## config.mk

```make
export PLATFORM = sky130hd
export DESIGN_NAME = interp_sequencer
export DESIGN_NICKNAME = d
export VERILOG_FILES = /design/src/rtl/interp_sequencer.sv
export SDC_FILE = /design/constraint.sdc
export NUM_CORES = 1
export LEC_CHECK = 0
export ABC_AREA = 1
export CAP_MARGIN = 20
export CORE_MARGIN = 4
export CORE_UTILIZATION = 50
export DETAILED_ROUTE_END_ITERATION = 6
export GPL_TIMING_DRIVEN = 0
export HOLD_SLACK_MARGIN = 0.02
export PLACE_DENSITY = 0.83
export SYNTH_ARGS = -nofsm -noshare
export SYNTH_HDL_FRONTEND = slang
export SYNTH_SLANG_ARGS = --single-unit
```

## constraint.sdc

```tcl
create_clock -name i_clk -period 4.5 [get_ports i_clk]
set_input_delay 0.9 -clock i_clk [delete_from_list [all_inputs] [get_ports i_clk]]
set_output_delay 0.9 -clock i_clk [all_outputs]
set_load 0.05 [all_outputs]
```

## src/rtl/interp_sequencer.sv

```systemverilog
// Control sequencer for the poly-phase interpolation path: commits each input sample to the FIR,
// steps through every phase, and hands each FIR result to the DAC serialiser.
module interp_sequencer #(
  parameter int unsigned PHASES  = 16,
  parameter int unsigned SEL_W   = 5,
  parameter int unsigned FIR_LAT = 2
) (
  input  logic             i_clk,
  input  logic             i_rst,
  input  logic             i_data_rdy,
  input  logic             i_shift_done,
  input  logic             i_clr_ovr,
  output logic             o_sample_load,
  output logic             o_fir_en,
  output logic [SEL_W-1:0] o_fir_sel,
  output logic             o_sample_rdy,
  output logic             o_busy,
  output logic             o_overrun
);

  localparam int unsigned      WaitW     = (FIR_LAT > 1) ? $clog2(FIR_LAT) : 1;
  localparam logic [WaitW-1:0] WaitInit  = WaitW'(FIR_LAT - 1);
  localparam logic [SEL_W-1:0] LastPhase = SEL_W'(PHASES - 1);

  typedef enum logic [2:0] {
    StIdle,
    StLoad,
    StPhase,
    StWaitFir,
    StOut,
    StWaitShift
  } state_t;

  state_t           r_state, w_state_next;
  logic [SEL_W-1:0] r_phase, w_phase_next;
  logic [WaitW-1:0] r_wait,  w_wait_next;
  logic             r_pend,  w_pend_next;
  logic             r_ovr,   w_ovr_next;
  logic             w_frame_end;
  logic             w_ovr_set;

  // Final shift_done of the frame: the only point where a pending sample is consumed.
  assign w_frame_end = (r_state == StWaitShift) && i_shift_done && (r_phase == LastPhase);

  always_comb begin
    w_state_next = r_state;
    w_phase_next = r_phase;
    w_wait_next  = r_wait;
    unique case (r_state)
      StIdle: begin
        if (i_data_rdy) w_state_next = StLoad;
      end
      StLoad: begin
        w_phase_next = '0;
        w_state_next = StPhase;
      end
      StPhase: begin
        w_wait_next  = WaitInit;
        w_state_next = StWaitFir;
      end
      StWaitFir: begin
        if (r_wait == '0) w_state_next = StOut;
        else              w_wait_next  = r_wait - WaitW'(1);
      end
      StOut: begin
        w_state_next = StWaitShift;
      end
      StWaitShift: begin
        if (i_shift_done) begin
          if (r_phase != LastPhase) begin
            w_phase_next = r_phase + SEL_W'(1);
            w_state_next = StPhase;
          end else if (r_pend || i_data_rdy) begin
            w_state_next = StLoad;
          end else begin
            w_state_next = StIdle;
          end
        end
      end
      default: w_state_next = StIdle;
    endcase
  end

  always_comb begin
    w_pend_next = r_pend;
    w_ovr_set   = 1'b0;
    if (w_frame_end) begin
      // A sample arriving as the buffered one is consumed takes its place; one arriving with
      // nothing buffered is used directly by the LOAD.
      w_pend_next = r_pend & i_data_rdy;
    end else if ((r_state != StIdle) && i_data_rdy) begin
      w_pend_next = 1'b1;
      w_ovr_set   = r_pend;
    end
    w_ovr_next = (r_ovr & ~i_clr_ovr) | w_ovr_set;
  end

  always_ff @(posedge i_clk or posedge i_rst) begin
    if (i_rst) begin
      r_state <= StIdle;
      r_phase <= '0;
      r_wait  <= '0;
      r_pend  <= 1'b0;
      r_ovr   <= 1'b0;
    end else begin
      r_state <= w_state_next;
      r_phase <= w_phase_next;
      r_wait  <= w_wait_next;
      r_pend  <= w_pend_next;
      r_ovr   <= w_ovr_next;
    end
  end

  assign o_sample_load = (r_state == StLoad);
  assign o_fir_en      = (r_state == StPhase);
  assign o_sample_rdy  = (r_state == StOut);
  assign o_busy        = (r_state != StIdle);
  assign o_fir_sel     = r_phase;
  assign o_overrun     = r_ovr;

endmodule

```

; Word-level counts from Yosys, hierarchy flattened
; Cells that the tools add are included.
[totals]
register_bits = 11
input_bits = 5
output_inout_bits = 10
wordCells = 48
[classes]
add_sub_neg = 2
n_eq_ne = 11
n_mux = 15
bitwise = 4
n_reduce_logical = 11
[op_table]
columns = operator, count
row1 = $pmux 3 s6, 1
row2 = $mux 5, 2
row3 = $pmux 5 s2, 1
row4 = $mux 3, 3
row5 = $eq 3x2->1 const B, 2
row6 = $eq 3x3->1 const B, 2
row7 = $mux 1, 6
row8 = $ne 2x2->1 const B, 3
row9 = $reduce_and 3->1, 2
row10 = $reduce_bool 2->1, 3
row11 = $add 5x1->5 const B, 1
row12 = $eq 5x4->1 const B, 1
row13 = $ne 5x4->1 const B, 1
row14 = $eq 3x1->1 const B, 1
row15 = $logic_and 1x1->1, 3
row16 = $logic_not 3->1, 1
row17 = $reduce_bool 3->1, 1
row18 = $and 1x1->1, 2
row19 = $mux 2, 1
row20 = $ne 2x1->1 const B, 1
row21 = $pmux 1 s2, 1
row22 = $logic_or 1x1->1, 1
row23 = $not 1->1, 1
row24 = $or 1x1->1, 1
row25 = $sub 1x1->1 const B, 1

; Depth between registers and ports, before layout
; Gate-level depths: netlist of run 1.
[depth]
word_depth = 5
mapped_depth = 10
mapped_depth_nobuf = 10

; Worst setup path after synthesis of run 1
; Ideal clock, no wire load.
[synth_path]
path_kind = reg2out
from = register r_state[1]
to = output o_sample_load
t_arrival_ps = 1189
required_time_ps = 3600
path_slack_ps = 2411
stages_incl_launch_ff = 4
n_path_buf = 0
path_cell_list = dfrtp_1 inv_2 nand2_4 nor2_1
[synth_between]
elab_chain_len = 1
[synth_rtl]
columns = item, line
row1 = "start, declared", 34  ; state_t r_state, w_state_next;
row2 = "start signal, assigned", 100  ; r_state <= StIdle;
row3 = "start signal, assigned", 106  ; r_state <= w_state_next;
row4 = $eq 3x1->1, 114  ; assign o_sample_load = (r_state == StLoad);
row5 = "end, declared", 13  ; output logic o_sample_load,
; No other way between the ends.

; Final worst setup path of run 1
[layout_path]
from = register r_state[2]
to = output o_fir_en
[layout_between]
elab_chain_len = 1
[layout_rtl]
columns = item, line
row1 = $eq 3x2->1, 115  ; assign o_fir_en = (r_state == StPhase);
row2 = "end, declared", 14  ; output logic o_fir_en,
; No other way between the ends.

==> impl_metrics.env, run 1 <==
export IMPL_post_drt_wl_per_cell_um=11.1
export IMPL_synth_fp_nets=93
export IMPL_timing_critical_path_fanout_max=6
export IMPL_route_detailed_drc=0
export IMPL_synth_ff_latch_count=11
export IMPL_synth_top_cell_area_share_pct=41.7
export IMPL_first_pass_iters=4
export IMPL_grt_start_max_net_pins=12
export IMPL_timing_reg2reg_setup_slack_ns=2.84
export IMPL_routed_wl_um=1310
export IMPL_hpwlAfterDp_um=975
export IMPL_final_count_of_negative_setup_slack_endpoints=0
export IMPL_route_antenna_remaining_nets=0
export IMPL_final_design_area_no_fill_um2=845
export IMPL_r2r_worst_path_cells=8
export IMPL_clockPowerShare_pct=13.0
export IMPL_postCtsResizedCells=0
export IMPL_crit_type="reg2out"
export IMPL_grt_antenna_before_repair=0
export IMPL_finalNetCount=112
export IMPL_synth_xor_area_share_pct=0
export IMPL_grt_ovfl_total=0
export IMPL_timing_critical_path_cells="nor2_1 -> nand2_1 -> inv_1 -> clkdlybuf4s50_1"
export IMPL_synth_compound_area_share_pct=9.66
export IMPL_post_route_worst_setup_slack_ns=1.63
export IMPL_setup_repair_after_global_routing_missed_its_margin="no"
export IMPL_uppermost_routed_layer="met4"
export IMPL_numClockSinks=11
export IMPL_critical_path_reg2reg_startpoint="o_fir_sel[0]"
export IMPL_synth_cells=86
export IMPL_met3WireLength_um=86
export IMPL_cts_max_level=1
export IMPL_layout_commonest_cell="nand2_1"
export IMPL_cell_accounting_for_the_most_synthesized_area="dfrtp_1"
export IMPL_post_synth_fa_ha_maj_area_fraction_pct=3.79
export IMPL_outcome="finished clean"
export IMPL_fin_hold_ws_ns=0.530
export IMPL_post_synth_mux_area_share_pct=0
export IMPL_intPower_uw=262
export IMPL_die_width_um=44.4
export IMPL_cts_hold_buffers=0
export IMPL_clock_tree_buffer_depth=2
export IMPL_skew_ns=0.00487
export IMPL_critical_hold_path_startpoint="o_overrun"
export IMPL_initial_core_util_pct=56.4
export IMPL_worstHoldEndpoint="o_overrun"
export IMPL_power_density_nw_per_um2=639
export IMPL_crit_required_ns=3.60
export IMPL_vias_per_instance=5.02
export IMPL_netSwitchingFraction_pct=51.3
export IMPL_power_switching_uw=277
export IMPL_synth_simple_gate_area_share_pct=36.4
export IMPL_grt_pass1_wl_um=2240
export IMPL_synthTopCellsByArea="dfrtp_1, nand2_1, inv_1, nand3_1, nand2_4"
export IMPL_main_combinational_cell_family_by_area_after_synthesis="simple AND/OR/NAND/NOR gates"
export IMPL_crit_path_max_incr_delay_ns=0.80
export IMPL_clock_fmax_ghz=0.349
export IMPL_placement_cell_area_um2=818
export IMPL_met1Wirelength_um=599
export IMPL_layout_common_cells="nand2_1, clkdlybuf4s50_1, inv_1, dfrtp_1, nor2_1"
export IMPL_peakVddDrop_v=0.000469
export IMPL_finalCritPeriodShare_pct=63.7
export IMPL_path_clk_slew_ns=0.07
export IMPL_tritoncts_num_buffers=3
export IMPL_total_power_uw=539
export IMPL_crit_path_top_delay_cell="clkdlybuf4s50_1"
export IMPL_critical_path_top_delay_family="buffers and inverters"
export IMPL_first_global_vias=517
export IMPL_dieArea_um2=1970
export IMPL_synth_cell_types=19
export IMPL_post_layout_util_pct=72.1
export IMPL_ys_warn_count=0
export IMPL_grtUsageTotal_pct=16.1
export IMPL_place_ws_ns=1.95
export IMPL_worstPathBufferInverterCount=2
export IMPL_route_vias_total=592
export IMPL_die_height_um=44.4
export IMPL_antenna_diode_count=0
export IMPL_worst_slew_pin_transition_ns=0.496
export IMPL_final_cell_count_no_fill=118
export IMPL_hold_path_class="reg2reg"
export IMPL_area_growth_synth_to_finish_pct=27.8
export IMPL_reg2reg_to="o_fir_sel[0]"
export IMPL_synth_avg_cell_area_um2=7.68
export IMPL_postCtsSetupBuffers=0
export IMPL_power_frac_comb_pct=59.4
export IMPL_fin_crit_ns=2.87
export IMPL_power_share_sequential_pct=27.6
export IMPL_std_cell_rows=12
export IMPL_setup_worst_path_end_class="output pin"
export IMPL_fillCellCount=95
export IMPL_tritoncts="done"
export IMPL_fin_setup_tns_ns=0
export IMPL_final_max_slew_violation_count=0
export IMPL_worstPathArrival_ns=1.97
export IMPL_drt_initial_drc_count=18
export IMPL_port_buffers=14
export IMPL_std_cell_core_area_um2=1170
export IMPL_power_leakage_nw=0.430
export IMPL_seq_area_frac_synth_pct=41.7
export IMPL_detailroute_wirelength_met2_um=580
export IMPL_report_final_hold_viol_count=0
export IMPL_clock_root_buffer="clkbuf_4"
export IMPL_drive_above_1_share_pct=12.5
export IMPL_slew_headroom_pct=66.8
export IMPL_whs_path_depth=2
export IMPL_cap_violations=0
export IMPL_io_pin_count=15
export IMPL_place_congestion=0.908
export IMPL_place_inst=114
export IMPL_cp_start_kind="register"
export IMPL_worstSkewPairLatency_ns=0.28
export IMPL_cell_area_after_synthesis_um2=661
-- worst min-delay path, stage by stage (launching register included) --
cell     delay [ns]
dfrtp_1        0.38
inv_1          0.05
o21ai_0        0.07
-- Yosys cell counts, drive strengths merged --
master,n
nand2,24
inv,15
dfrtp,11
nor2,10
nand3,7
o21ai,7
a21oi,3
nand4,3
ha,2
and2,1
nor3,1
o22ai,1
or2,1
-- per-layer routing --
metal,vias to the layer above,track usage (%)
met4,0,10.8
met3,5,4.88
met5,-,0
met1,247,20.9
met2,25,23.0
li1,315,-
-- flip-flops by register name, summed over array words and instances, names as in the netlist --
signal / flops
o_fir_sel: 5
r_state: 3
o_overrun: 1
r_pend: 1
r_wait: 1
-- cells by family after synthesis --
family          after synthesis
fa+ha+maj                     2
simple gates                 47
flops                        11
compound gates               11
buf+inv                      15
-- area by class of cell --
cell class | count | area (um^2) | share of cell area [%]
Clock buffer | 4 | 26.3 | 3.11
Tap cell | 14 | 17.5 | 2.07
Inverter | 15 | 56.3 | 6.67
Multi-Input combinational cell | 60 | 329 | 39.0
Sequential cell | 11 | 275 | 32.6
Timing Repair Buffer | 14 | 140 | 16.6
-- power by group through the flow --
| stage | clock network [mW] | registers [mW] | logic [mW] |
|---|---|---|---|
| 4_1_cts | 0.0735 | 0.149 | 0.322 |
| 3_5_place_dp | 0 | 0.151 | 0.318 |
| 3_3_place_gp | 0 | 0.150 | 0.314 |
| 2_1_floorplan | 0 | 0.188 | 0.198 |
| 6_report | 0.0704 | 0.149 | 0.320 |
| 5_1_grt | 0.0801 | 0.153 | 0.346 |
-- worst max path at each step --
stage / startpoint / end / slack (ns) / depth (start not counted)
finish: r_state[2] / o_fir_en / 1.63 / 4
global route: r_state[2] / o_fir_en / 1.48 / 4
floorplan: r_state[1] / o_sample_load / 2.41 / 3
detailed placement: r_state[2] / o_fir_en / 1.95 / 4
CTS: r_state[2] / o_fir_en / 1.64 / 4
global placement: r_state[2] / o_fir_en / 2.01 / 4
No activity file was read; power rests on OpenSTA's default activity.
==> inputs of run 2 (changes only) <==
--- a/config.mk
+++ b/config.mk
@@ -8,11 +8,11 @@
 export ABC_AREA = 1
 export CAP_MARGIN = 20
 export CORE_MARGIN = 4
-export CORE_UTILIZATION = 50
+export CORE_UTILIZATION = 43
 export DETAILED_ROUTE_END_ITERATION = 6
 export GPL_TIMING_DRIVEN = 0
 export HOLD_SLACK_MARGIN = 0.02
-export PLACE_DENSITY = 0.83
+export PLACE_DENSITY = 0.76
 export SYNTH_ARGS = -nofsm -noshare
 export SYNTH_HDL_FRONTEND = slang
 export SYNTH_SLANG_ARGS = --single-unit
==> constraint.sdc (replaced) <==
create_clock -name i_clk -period 2.6 [get_ports i_clk]
set_input_delay 0.52 -clock i_clk [delete_from_list [all_inputs] [get_ports i_clk]]
set_output_delay 0.52 -clock i_clk [all_outputs]
set_load 0.05 [all_outputs]
==> run 2 against run 1 <==
Clock power rose by 75%. Clock skew up 0.0015 ns. Combinational power is 73% higher. Register-to-register slack got worse by 1.9 ns. Via count increased by 1.5%. First-iteration DRC count shrank 39%. Critical endpoint unchanged.
==> impl_metrics.env, run 2 (synthesis gave the netlist of run 1 again) <==
export IMPL_tritoncts="done"
export IMPL_layout_commonest_cell="nand2_1"
export IMPL_io_pin_count=15
export IMPL_initial_core_util_pct=48.4
export IMPL_cts_max_level=1
export IMPL_postCtsResizedCells=0
export IMPL_power_leakage_nw=0.430
export IMPL_setup_repair_after_global_routing_missed_its_margin="no"
export IMPL_postCtsSetupBuffers=0
export IMPL_routed_wl_um=1370
export IMPL_antenna_diode_count=0
export IMPL_cts_hold_buffers=0
export IMPL_final_count_of_negative_setup_slack_endpoints=0
export IMPL_place_congestion=0.879
export IMPL_largest_register_ff_count=5
export IMPL_skew_ns=0.00636
export IMPL_vias_per_instance=5.05
export IMPL_cap_violations=0
export IMPL_first_global_vias=536
export IMPL_crit_required_ns=2.08
export IMPL_area_growth_synth_to_finish_pct=28.0
export IMPL_crit_type="reg2out"
export IMPL_clock_fmax_ghz=0.406
export IMPL_drt_initial_drc_count=11
export IMPL_cp_start_kind="register"
export IMPL_fin_crit_ns=2.46
export IMPL_grt_ovfl_total=0
export IMPL_route_detailed_drc=0
export IMPL_place_ws_ns=0.454
export IMPL_grt_pass1_wl_um=2210
export IMPL_finalCritPeriodShare_pct=94.7
export IMPL_fin_setup_tns_ns=0
export IMPL_report_final_hold_viol_count=0
export IMPL_setup_worst_path_end_class="output pin"
export IMPL_crit_path_max_incr_delay_ns=0.80
export IMPL_dieArea_um2=2230
export IMPL_timing_critical_path_cells="nor2_1 -> nand2_1 -> inv_1 -> clkdlybuf4s50_1"
export IMPL_post_route_worst_setup_slack_ns=0.137
export IMPL_tritoncts_num_buffers=3
export IMPL_post_drt_wl_per_cell_um=11.5
export IMPL_critical_path_top_delay_family="buffers and inverters"
export IMPL_worst_slew_pin_transition_ns=0.496
export IMPL_final_max_slew_violation_count=0
export IMPL_crit_path_top_delay_cell="clkdlybuf4s50_1"
export IMPL_grt_antenna_before_repair=0
export IMPL_first_pass_iters=4
export IMPL_worstPathBufferInverterCount=2
export IMPL_slew_headroom_pct=66.8
export IMPL_critical_path_reg2reg_startpoint="o_fir_sel[0]"
export IMPL_drive_above_1_share_pct=12.5
export IMPL_die_height_um=47.2
export IMPL_outcome="finished clean"
export IMPL_std_cell_rows=13
export IMPL_numClockSinks=11
export IMPL_layout_common_cells="nand2_1, clkdlybuf4s50_1, inv_1, dfrtp_1, nor2_1"
export IMPL_std_cell_core_area_um2=1370
export IMPL_hpwlAfterDp_um=1010
export IMPL_port_buffers=14
export IMPL_finalNetCount=112
export IMPL_peakVddDrop_v=0.000727
export IMPL_grtUsageTotal_pct=14.9
export IMPL_power_density_nw_per_um2=1110
export IMPL_worstPathArrival_ns=1.94
export IMPL_worstSkewPairLatency_ns=0.28
export IMPL_die_width_um=47.2
export IMPL_path_clk_slew_ns=0.08
export IMPL_route_vias_total=601
export IMPL_clock_root_buffer="clkbuf_4"
export IMPL_route_antenna_remaining_nets=0
export IMPL_clock_tree_buffer_depth=2
export IMPL_grt_start_max_net_pins=12
export IMPL_timing_critical_path_fanout_max=6
export IMPL_hold_path_class="in2async"
export IMPL_timing_critical_path_from="r_state[2]"
[run 2: metal layers]
| layer | track usage (%) | up-vias | wire, um |
|---|---|---|---|
| li1 | - | 311 | - |
| met1 | 16.7 | 265 | 620 |
| met2 | 24.1 | 18 | 613 |
| met3 | 3.45 | 7 | 73 |
| met4 | 11.6 | 0 | 57 |
| met5 | 0 | - | 0 |
[run 2: worst paths after layout]
path	end	slack, ns	cells past startpoint
worst min-delay path	o_fir_sel[4]	0.53	2
min in group i_clk	r_pend	0.53	2
worst max register to register	o_fir_sel[0]	0.98	8
max in group asynchronous	r_state[1]	1.76	2
worst max-delay path	o_fir_en	0.14	4
worst min register to register	r_pend	0.53	2
[run 2: report_power, final]
part	internal (mW)	switching [mW]	leakage [nW]
Sequential	0.220	0.0404	0.138
Clock	0.0596	0.0635	0.0150
Combinational	0.175	0.379	0.277
[run 2: stage by stage]
stage	cells	hold slack [ns]	util [%]	area (um^2)	power (mW)
after floorplan	86	0.372	-	661	0.667
after global placement	115	0.508	60.0	820	0.807
after detailed placement	115	0.523	60.0	820	0.817
after CTS	119	0.541	61.9	846	0.942
after global routing	119	0.562	61.9	846	1.01
final	119	0.530	61.9	846	0.938
[run 2: worst reg2reg max path, stage by stage (launching register included)]
cell	delay, ns
dfrtp_1	0.44
ha_1	0.24
inv_1	0.07
nor3_1	0.05
ha_1	0.22
a21oi_2	0.23
nand2_4	0.12
nand2_1	0.07
o21ai_0	0.07
[run 2: cell type report]
cell class | count | area [um^2]
clock buffer | 4 | 26.3
fill | 127 | 520
inverter | 15 | 56.3
multi-input combinational | 60 | 329
sequential | 11 | 275
tap | 15 | 18.8
timing repair buffer | 14 | 140
==> inputs of run 3 (changes only) <==
--- a/config.mk
+++ b/config.mk
@@ -6,7 +6,7 @@
 export NUM_CORES = 1
 export LEC_CHECK = 0
 export ABC_AREA = 1
-export CAP_MARGIN = 20
+export CAP_MARGIN = 5
 export CORE_MARGIN = 4
 export CORE_UTILIZATION = 43
 export DETAILED_ROUTE_END_ITERATION = 6
==> results of run 3 <==
The final DEF is identical to that of run 2; final timing and power are the same.
